[src/rtl/iiitb_fifo_param.sv]
// iiitb_fifo_param: parametrised synchronous FIFO with thresholds, occupancy count, sticky errors and optional FWFT read
module iiitb_fifo_param #(
  parameter int DATA_WIDTH    = 8,
  parameter int ADDR_WIDTH    = 4,
  parameter int AFULL_THRESH  = 14,
  parameter int AEMPTY_THRESH = 2,
  parameter int FWFT          = 0
)(
  input  logic                  clock,
  input  logic                  reset,
  input  logic                  write_Enable,
  input  logic                  read_Enable,
  input  logic [DATA_WIDTH-1:0] buffer_Input,
  input  logic                  clear_Errors,
  output logic [DATA_WIDTH-1:0] buffer_Output,
  output logic                  sig_Full,
  output logic                  sig_Empty,
  output logic                  sig_Almost_Full,
  output logic                  sig_Almost_Empty,
  output logic [ADDR_WIDTH:0]   fill_Count,
  output logic                  sig_Overflow,
  output logic                  sig_Underflow
);
  localparam int DEPTH = 1 << ADDR_WIDTH;
  logic [DATA_WIDTH-1:0] r_mem [DEPTH];
  logic [ADDR_WIDTH:0]   r_wr_ptr, r_rd_ptr;
  logic [DATA_WIDTH-1:0] r_dout, w_head;
  logic                  r_ovf, r_unf, w_wr_ok, w_rd_ok;
  // wrap-bit pointers make the difference the exact occupancy, 0..DEPTH
  always_comb begin
    fill_Count       = r_wr_ptr - r_rd_ptr;
    sig_Full         = fill_Count == (ADDR_WIDTH+1)'(DEPTH);
    sig_Empty        = fill_Count == '0;
    sig_Almost_Full  = fill_Count >= (ADDR_WIDTH+1)'(AFULL_THRESH);
    sig_Almost_Empty = fill_Count <= (ADDR_WIDTH+1)'(AEMPTY_THRESH);
    w_rd_ok          = read_Enable & !sig_Empty;
    w_wr_ok          = write_Enable & (!sig_Full | w_rd_ok);
    w_head           = r_mem[r_rd_ptr[ADDR_WIDTH-1:0]];
    buffer_Output    = (FWFT != 0) ? (sig_Empty ? '0 : w_head) : r_dout;
    sig_Overflow     = r_ovf;
    sig_Underflow    = r_unf;
  end
  always_ff @(posedge clock)
    if (w_wr_ok && !reset) r_mem[r_wr_ptr[ADDR_WIDTH-1:0]] <= buffer_Input;
  // a new error outranks a coincident clear
  always_ff @(posedge clock) begin
    if (reset) begin
      r_wr_ptr <= '0;
      r_rd_ptr <= '0;
      r_dout   <= '0;
      r_ovf    <= 1'b0;
      r_unf    <= 1'b0;
    end else begin
      if (w_wr_ok) r_wr_ptr <= r_wr_ptr + (ADDR_WIDTH+1)'(1);
      if (w_rd_ok) begin
        r_rd_ptr <= r_rd_ptr + (ADDR_WIDTH+1)'(1);
        r_dout   <= w_head;
      end
      r_ovf <= (write_Enable & !w_wr_ok) | (r_ovf & !clear_Errors);
      r_unf <= (read_Enable & !w_rd_ok) | (r_unf & !clear_Errors);
    end
  end
endmodule

[config.mk]
export PLATFORM = sky130hd
export DESIGN_NAME = iiitb_fifo_param
export DESIGN_NICKNAME = d
export VERILOG_FILES = /design/src/rtl/iiitb_fifo_param.sv
export SDC_FILE = /design/constraint.sdc
export NUM_CORES = 1
export LEC_CHECK = 0
export ABC_CLOCK_PERIOD_IN_PS = 5700
export CORE_UTILIZATION = 47
export CTS_CLUSTER_SIZE = 14
export DETAILED_ROUTE_END_ITERATION = 12
export PLACE_DENSITY_LB_ADDON = 0.2
export SYNTH_ARGS = -nofsm -noshare
export SYNTH_HDL_FRONTEND = slang
export SYNTH_SLANG_ARGS = --single-unit
[constraint.sdc]
create_clock -name clock -period 5.7 [get_ports clock]
set_input_delay 0.57 -clock clock [delete_from_list [all_inputs] [get_ports clock]]
set_output_delay 0.57 -clock clock [all_outputs]
set_load 0.01 [all_outputs]
==> results of run 1 <==
[where the power goes]
part | internal [W] | switching [W]
combinational | 0.000438 | 0.000645
clock | 0.000586 | 0.000396
sequential | 0.00124 | 0.0000244
[worst max-delay path by stage]
stage,slack [ps],endpoint,startpoint
after floorplan,2380,r_mem[1][0]$_DFFE_PP_,r_wr_ptr[0]$_SDFFE_PP0P_
after global placement,2010,r_mem[7][0]$_DFFE_PP_,r_wr_ptr[0]$_SDFFE_PP0P_
after detailed placement,1830,r_mem[7][0]$_DFFE_PP_,r_wr_ptr[0]$_SDFFE_PP0P_
after CTS,1580,sig_Almost_Empty,r_wr_ptr[0]$_SDFFE_PP0P_
after global routing,1290,sig_Almost_Empty,r_wr_ptr[0]$_SDFFE_PP0P_
final,1590,sig_Full,r_wr_ptr[0]$_SDFFE_PP0P_
[state kept, by name (all words and copies together) (netlist names)]
register       count
buffer_Output      8
sig_Overflow       1
r_rd_ptr           5
sig_Underflow      1
r_mem            128
r_wr_ptr           5
[synth_stat cells, types with 3 or more instances]
cell type,n
mux4_2,32
a31oi_1,6
nor4_1,8
nand4_1,15
nand2b_1,4
o311ai_1,4
a21oi_1,4
nor4b_1,5
o211ai_1,3
nor2_1,24
nand2_1,14
inv_1,19
dfxtp_1,20
nor3_1,11
o22ai_1,15
edfxtp_1,128
clkbuf_1,20
ha_1,9
o311ai_0,14
nor2b_1,4
buf_2,7
mux2_2,3
[cell type report]
| class | instances | area (um2) | area share [%] |
|---|---|---|---|
| multi-input cells | 203 | 1940 | 26.2 |
| repair buffers | 43 | 400 | 5.42 |
| clock buffers | 22 | 444 | 6.01 |
| inverters | 21 | 78.8 | 1.07 |
| clock inverters | 9 | 63.8 | 0.863 |
| well taps | 176 | 220 | 2.98 |
| flip-flops and latches | 148 | 4250 | 57.4 |
[critical path: cells and delay by family (launching register included)]
kind                     cells  cell delay (ps)
AND/OR/NAND/NOR              2              810
buffers and inverters        2              800
adder cells (fa/ha/maj)      2              640
flip-flops                   1              370
XOR/XNOR                     1              300
AO/OA/AOI/OAI                1              210
[metal layers]
| metal | share of wire (%) | GRT usage, % |
|---|---|---|
| met4 | 2.4 | 8.89 |
| met5 | 0 | 0 |
| met3 | 6.7 | 5.04 |
| met2 | 46 | 30.4 |
| met1 | 45 | 32.1 |
[logic make-up after synthesis]
family | count (synthesis) | synth area share, %
flip-flops | 148 | 67.0
AND/OR/NAND/NOR | 96 | 8.16
AO/OA/AOI/OAI | 55 | 6.46
buffers and inverters | 50 | 3.22
multiplexers | 38 | 12.4
adder cells (fa/ha/maj) | 10 | 2.09
XOR/XNOR | 4 | 0.672
[per-stage QoR]
| step | instance area, um2 | cells | util, % | hold slack [ps] | power, W |
|---|---|---|---|---|---|
| after floorplan | 6330 | 401 | - | 483 | 0.00198 |
| after global placement | 6880 | 591 | 52.2 | 455 | 0.00235 |
| after detailed placement | 6880 | 591 | 52.2 | 460 | 0.00236 |
| after CTS | 7390 | 622 | 56.0 | 468 | 0.00334 |
| after global routing | 7390 | 622 | 56.0 | 487 | 0.00348 |
| final | 7390 | 622 | 56.0 | 465 | 0.00332 |
[cells in the final DEF, fill, tap and decap left out, types with 14 or more instances in the layout]
cell type        instances
clkbuf_16               17
clkdlybuf4s50_1         31
dfxtp_1                 19
edfxtp_1               128
inv_1                   19
mux4_2                  32
nand2_1                 14
nand4_1                 15
nor2_1                  24
o22ai_1                 15
o311ai_0                14
==> qor.yml, run 1 <==
run_status: "finished, final reports clean"
grt_antenna_before_repair: 0
start_kind: "register"
start_util_pct: 48.0
clkSlewWorstSetupHoldPaths_ps: 60
rsz0062_at_grt: "false"
place.gp.congestion: 0.833
num_vias: 3773
ys_ff_latch: 148
cts_buffer_depth: 2
vias_per_cell: 6.07
cts_buffers: 17
syn_area_per_cell_um2: 15.8
fin_crit_sh_pct: 72.2
numPortBuffers: 31
max_slew_margin_pct: 25.2
post_cts_resize_count: 0
powerDensity_mw_per_mm2: 450
period_needed_ps: 4110
reg2reg_to: "r_mem[7][5]$_DFFE_PP_"
reg2reg_from: "r_wr_ptr[0]$_SDFFE_PP0P_"
ant_nets: 0
crit_required_ps: 5130
vdd_drop_max_uv: 234
max-cap-violations: 0
yosysTopAreaCellShare_pct: 60.7
ff2ff_path_depth: 9
synth.distinct_cells: 49
ios: 32
synth_edf_count: 128
cts-root-buf: "clkbuf_16"
cts_tree: "done"
fill_cells: 1038
min_to: "sig_Underflow$_SDFF_PP0_"
crit_chain: "inv_1, ha_1, fa_1, nand2b_1, a21oi_1, xor2_2, nor3_1, clkdlybuf4s50_1"
yosys_most_used_dff: "edfxtp_1"
drt_pre_antenna_iters: 5
setup_viol: 0
finalClockSkew_ps: 7.10
grt_pass1_wl_mm: 21.7
worstMarginPinSlew_ps: 1110
syn_area_mm2: 0.00633
synth_seq_area_share_pct: 67.0
pre_cts_ws_ps: 1830
grt_max_degree: 44
dieArea_mm2: 0.0139
cts_hold_buf: 0
drive_gt1_share_pct: 18.2
layout.nets: 457
ctsHtreeMaxLevel: 4
grt_overflow_total: 0
post-route-drc-count: 0
placementRows: 42
dr.first_iter.drc_count: 446
hold_path.class: "register to register"
critPathSlowestCell: "clkdlybuf4s50_1"
diodes: 0
clkLatencyLatePin_ps: 420
arrival_ps: 3540
yosysTopAreaCell: "edfxtp_1"
wl_per_cell_um: 22.4
fmax_mhz: 243
async_flop_share_pct: 0
crit_type: "register to output port"
finalWorstSetupSlack_ps: 1590
cp_max_fo: 17
synth-warning-count: 0
postCtsSetupBuffers: 0
wl_mm: 14.0
grt_use_total_pct: 21.6
postSynthCellCount: 401
end_kind: "output port"
cts.sinks: 148
power.leakage_nw: 2.33
die_w_um: 118
hold_viol: 0
synth_fp_nets: 424
worstHoldPathCells: 2
drv_slew: 0
max_stage_delay_ps: 660
r2r_setup_slack_ps: 1820
setup_tns_ps: 0
hpwl_mm: 9.01
syn_to_final_growth_pct: 16.7
die_y_um: 118
core_mm2: 0.0132
grt_pass1_vias: 3618
hp-start: "sig_Underflow$_SDFF_PP0_"
synthTopCellsByArea: "edfxtp_1 (61%), mux4_2 (11%), dfxtp_1 (6.3%)"
Note: power is estimated with default switching activity, not from simulation.
==> run 2: changes to the inputs <==
--- a/config.mk
+++ b/config.mk
@@ -5,7 +5,7 @@
 export SDC_FILE = /design/constraint.sdc
 export NUM_CORES = 1
 export LEC_CHECK = 0
-export ABC_CLOCK_PERIOD_IN_PS = 5700
+export ABC_CLOCK_PERIOD_IN_PS = 3700
 export CORE_UTILIZATION = 47
 export CTS_CLUSTER_SIZE = 14
 export DETAILED_ROUTE_END_ITERATION = 12
==> constraint.sdc (replaced) <==
create_clock -name clock -period 3.7 [get_ports clock]
set_input_delay 0.37 -clock clock [delete_from_list [all_inputs] [get_ports clock]]
set_output_delay 0.37 -clock clock [all_outputs]
set_load 0.01 [all_outputs]
==> qor.yml, run 2 (synthesized netlist as in run 1, its figures left out) <==
power.leakage_nw: 2.44  # +4.6%
multiInputGateArea_mm2: 0.00194  # unchanged
hold_viol: 0  # unchanged
cts_buffer_depth: 2  # unchanged
placedCellCount: 606  # +2.5%
powerDensity_mw_per_mm2: 701  # +56%
hold_path.class: "register to register"
grt_max_degree: 44  # unchanged
drt_pre_antenna_iters: 5  # unchanged
fin_cells: 639  # +2.7%
final_cell_mix: "edfxtp_1 (128), mux4_2 (32), clkdlybuf4s50_1 (31)"
grt_pass1_wl_mm: 22.2  # +2.4%
largest_reg_flops: 128  # unchanged
path_delay_family: "buffers and inverters"
combPwrFrac_pct: 32.8  # +0.2 points
drive_gt1_share_pct: 22.9  # +4.7 points
hpwl_mm: 8.93  # -0.90%
end_kind: "output port"
num_vias: 3816  # +1.1%
cts_buffers: 17  # unchanged
period_needed_ps: 3490
die_y_um: 118  # unchanged
highest_layer: "met4"
dr.first_iter.drc_count: 415  # -7.0%
cp_max_fo: 7  # -10
ff_latch_area_mm2: 0.00425  # unchanged
p_int_w: 0.00360  # +60%
setup_tns_ps: 0  # unchanged
place_area_mm2: 0.00700  # +1.6%
grt_overflow_total: 0  # unchanged
ctsHtreeMaxLevel: 4  # unchanged
hp-start: "sig_Underflow$_SDFF_PP0_"
wl_mm: 14.0  # +0.62%
die_w_um: 118  # unchanged
grt_antenna_before_repair: 0  # unchanged
max_slew_margin_pct: 51.9  # +27 points
fin_crit_sh_pct: 94.4
crit_type: "register to output port"
core_mm2: 0.0132  # unchanged
layout.nets: 473  # +3.5%
reg2reg_from: "r_wr_ptr[0]$_SDFFE_PP0P_"
ff2ff_path_depth: 10  # +1
fmax_mhz: 286
switching_power_w: 0.00171  # +61%
met3_length_um: 742  # -21%
critPathSlowestCell: "clkdlybuf4s50_1"
grt_use_total_pct: 21.9  # +0.37 points
wl_per_cell_um: 22.0  # -2.1%
path_buf_inv: 3  # +1
drv_slew: 0  # unchanged
run_status: "finished, final reports clean"
place.gp.congestion: 0.811  # -2.6%
start_kind: "register"
switching_share_pct: 32.2  # +0.19 points
rsz0062_at_grt: "false"
finalInstanceArea_mm2: 0.00758  # +2.6%
clkPwrFrac_pct: 30.6  # +1.0 points
met2_length_mm: 6.61  # +4.1%
ios: 32  # unchanged
numPortBuffers: 31  # unchanged
fill_cells: 1027  # -1.1%
worstMarginPinSlew_ps: 717  # -396 ps
reg2reg_to: "r_mem[4][4]$_DFFE_PP_"
clkSlewWorstSetupHoldPaths_ps: 60  # about the same
placementRows: 42  # unchanged
crit_chain: "inv_1, ha_1, fa_1, nand2b_1, a21oi_1, xor2_2, buf_4, nor3_1, clkdlybuf4s50_1"
cts.sinks: 148  # unchanged
max_stage_delay_ps: 590  # -70 ps
grt_pass1_vias: 3800  # +5.0%
start_util_pct: 48.0  # unchanged
cts-root-buf: "clkbuf_16"
layout_commonest_cell: "edfxtp_1"
min_to: "sig_Underflow$_SDFF_PP0_"
cts_tree: "done"
wl_met1_mm: 6.33  # about the same
worstHoldPathCells: 2  # unchanged
arrival_ps: 3120  # -420 ps
post-route-drc-count: 0  # unchanged
ant_nets: 0  # unchanged
syn_to_final_growth_pct: 19.7
vdd_drop_max_uv: 348  # +49%
finalClockSkew_ps: 5.82  # -1.28 ps
crit_required_ps: 3330  # -1800 ps
r2r_setup_slack_ps: 640  # -1180 ps
clkLatencyLatePin_ps: 420  # about the same
max-cap-violations: 0  # unchanged
vias_per_cell: 5.97  # -1.6%
setup_viol: 0  # unchanged
diodes: 0  # unchanged
dieArea_mm2: 0.0139  # unchanged
pwr-share-seq_pct: 36.6  # -1.3 points
fin_util_pct: 57.5  # +1.5 points
run 2: timing repair:
item,CTS,global route
hold endpoints to repair,0,0
resized for setup,0,1
hold buffers,0,0
setup endpoints to repair,0,1
buffers inserted,0,1
run 2: worst max-delay path by stage:
stage | end | start | depth (start not counted)
after detailed placement | fill_Count[4] | r_wr_ptr[0]$_SDFFE_PP0P_ | 9
after global placement | fill_Count[4] | r_wr_ptr[0]$_SDFFE_PP0P_ | 9
after CTS | fill_Count[4] | r_wr_ptr[0]$_SDFFE_PP0P_ | 9
final | sig_Full | r_wr_ptr[0]$_SDFFE_PP0P_ | 9
after global routing | sig_Full | r_wr_ptr[0]$_SDFFE_PP0P_ | 9
after floorplan | r_mem[1][0]$_DFFE_PP_ | r_wr_ptr[0]$_SDFFE_PP0P_ | 9
run 2: cell type report:
type	count	share of cell area, %
Clock buffer	23	6.73
Clock inverter	9	0.874
Inverter	21	1.04
Multi-Input combinational cell	203	25.6
Sequential cell	148	56.0
Tap cell	176	2.90
Timing Repair Buffer	59	6.91
run 2: worst register-to-register path, cell delays in order, from the launching register on:
cell and delay, ps:
dfxtp_1 380, inv_1 140, ha_1 250, fa_1 390, nand2b_1 160, a21oi_1 230, xor2_2 290, nor4_4 70
buf_4 230, nor4b_2 360, buf_4 260
run 2: power groups by stage:
stage / Combinational, W / Sequential (W) / Clock [W]
6_report: 0.00175 / 0.00195 / 0.00163
5_1_grt: 0.00190 / 0.00195 / 0.00173
4_1_cts: 0.00173 / 0.00194 / 0.00166
3_5_place_dp: 0.00172 / 0.00198 / 0
3_3_place_gp: 0.00168 / 0.00198 / 0
2_1_floorplan: 0.00107 / 0.00198 / 0
run 2: routing by layer:
metal  vias to the layer above  track usage [%]
met5                         -                0
met2                       135             33.2
met1                      1934             30.3
li1                       1722                -
met4                         0             10.1
met3                        25             4.99
run 2: metrics by stage:
stage,total power [W],worst slack [ps],hold slack (ps)
2_1_floorplan,0.00305,383,469
3_3_place_gp,0.00366,697,453
3_5_place_dp,0.00370,601,454
4_1_cts,0.00533,138,464
5_1_grt,0.00558,32.3,497
6_report,0.00532,205,461
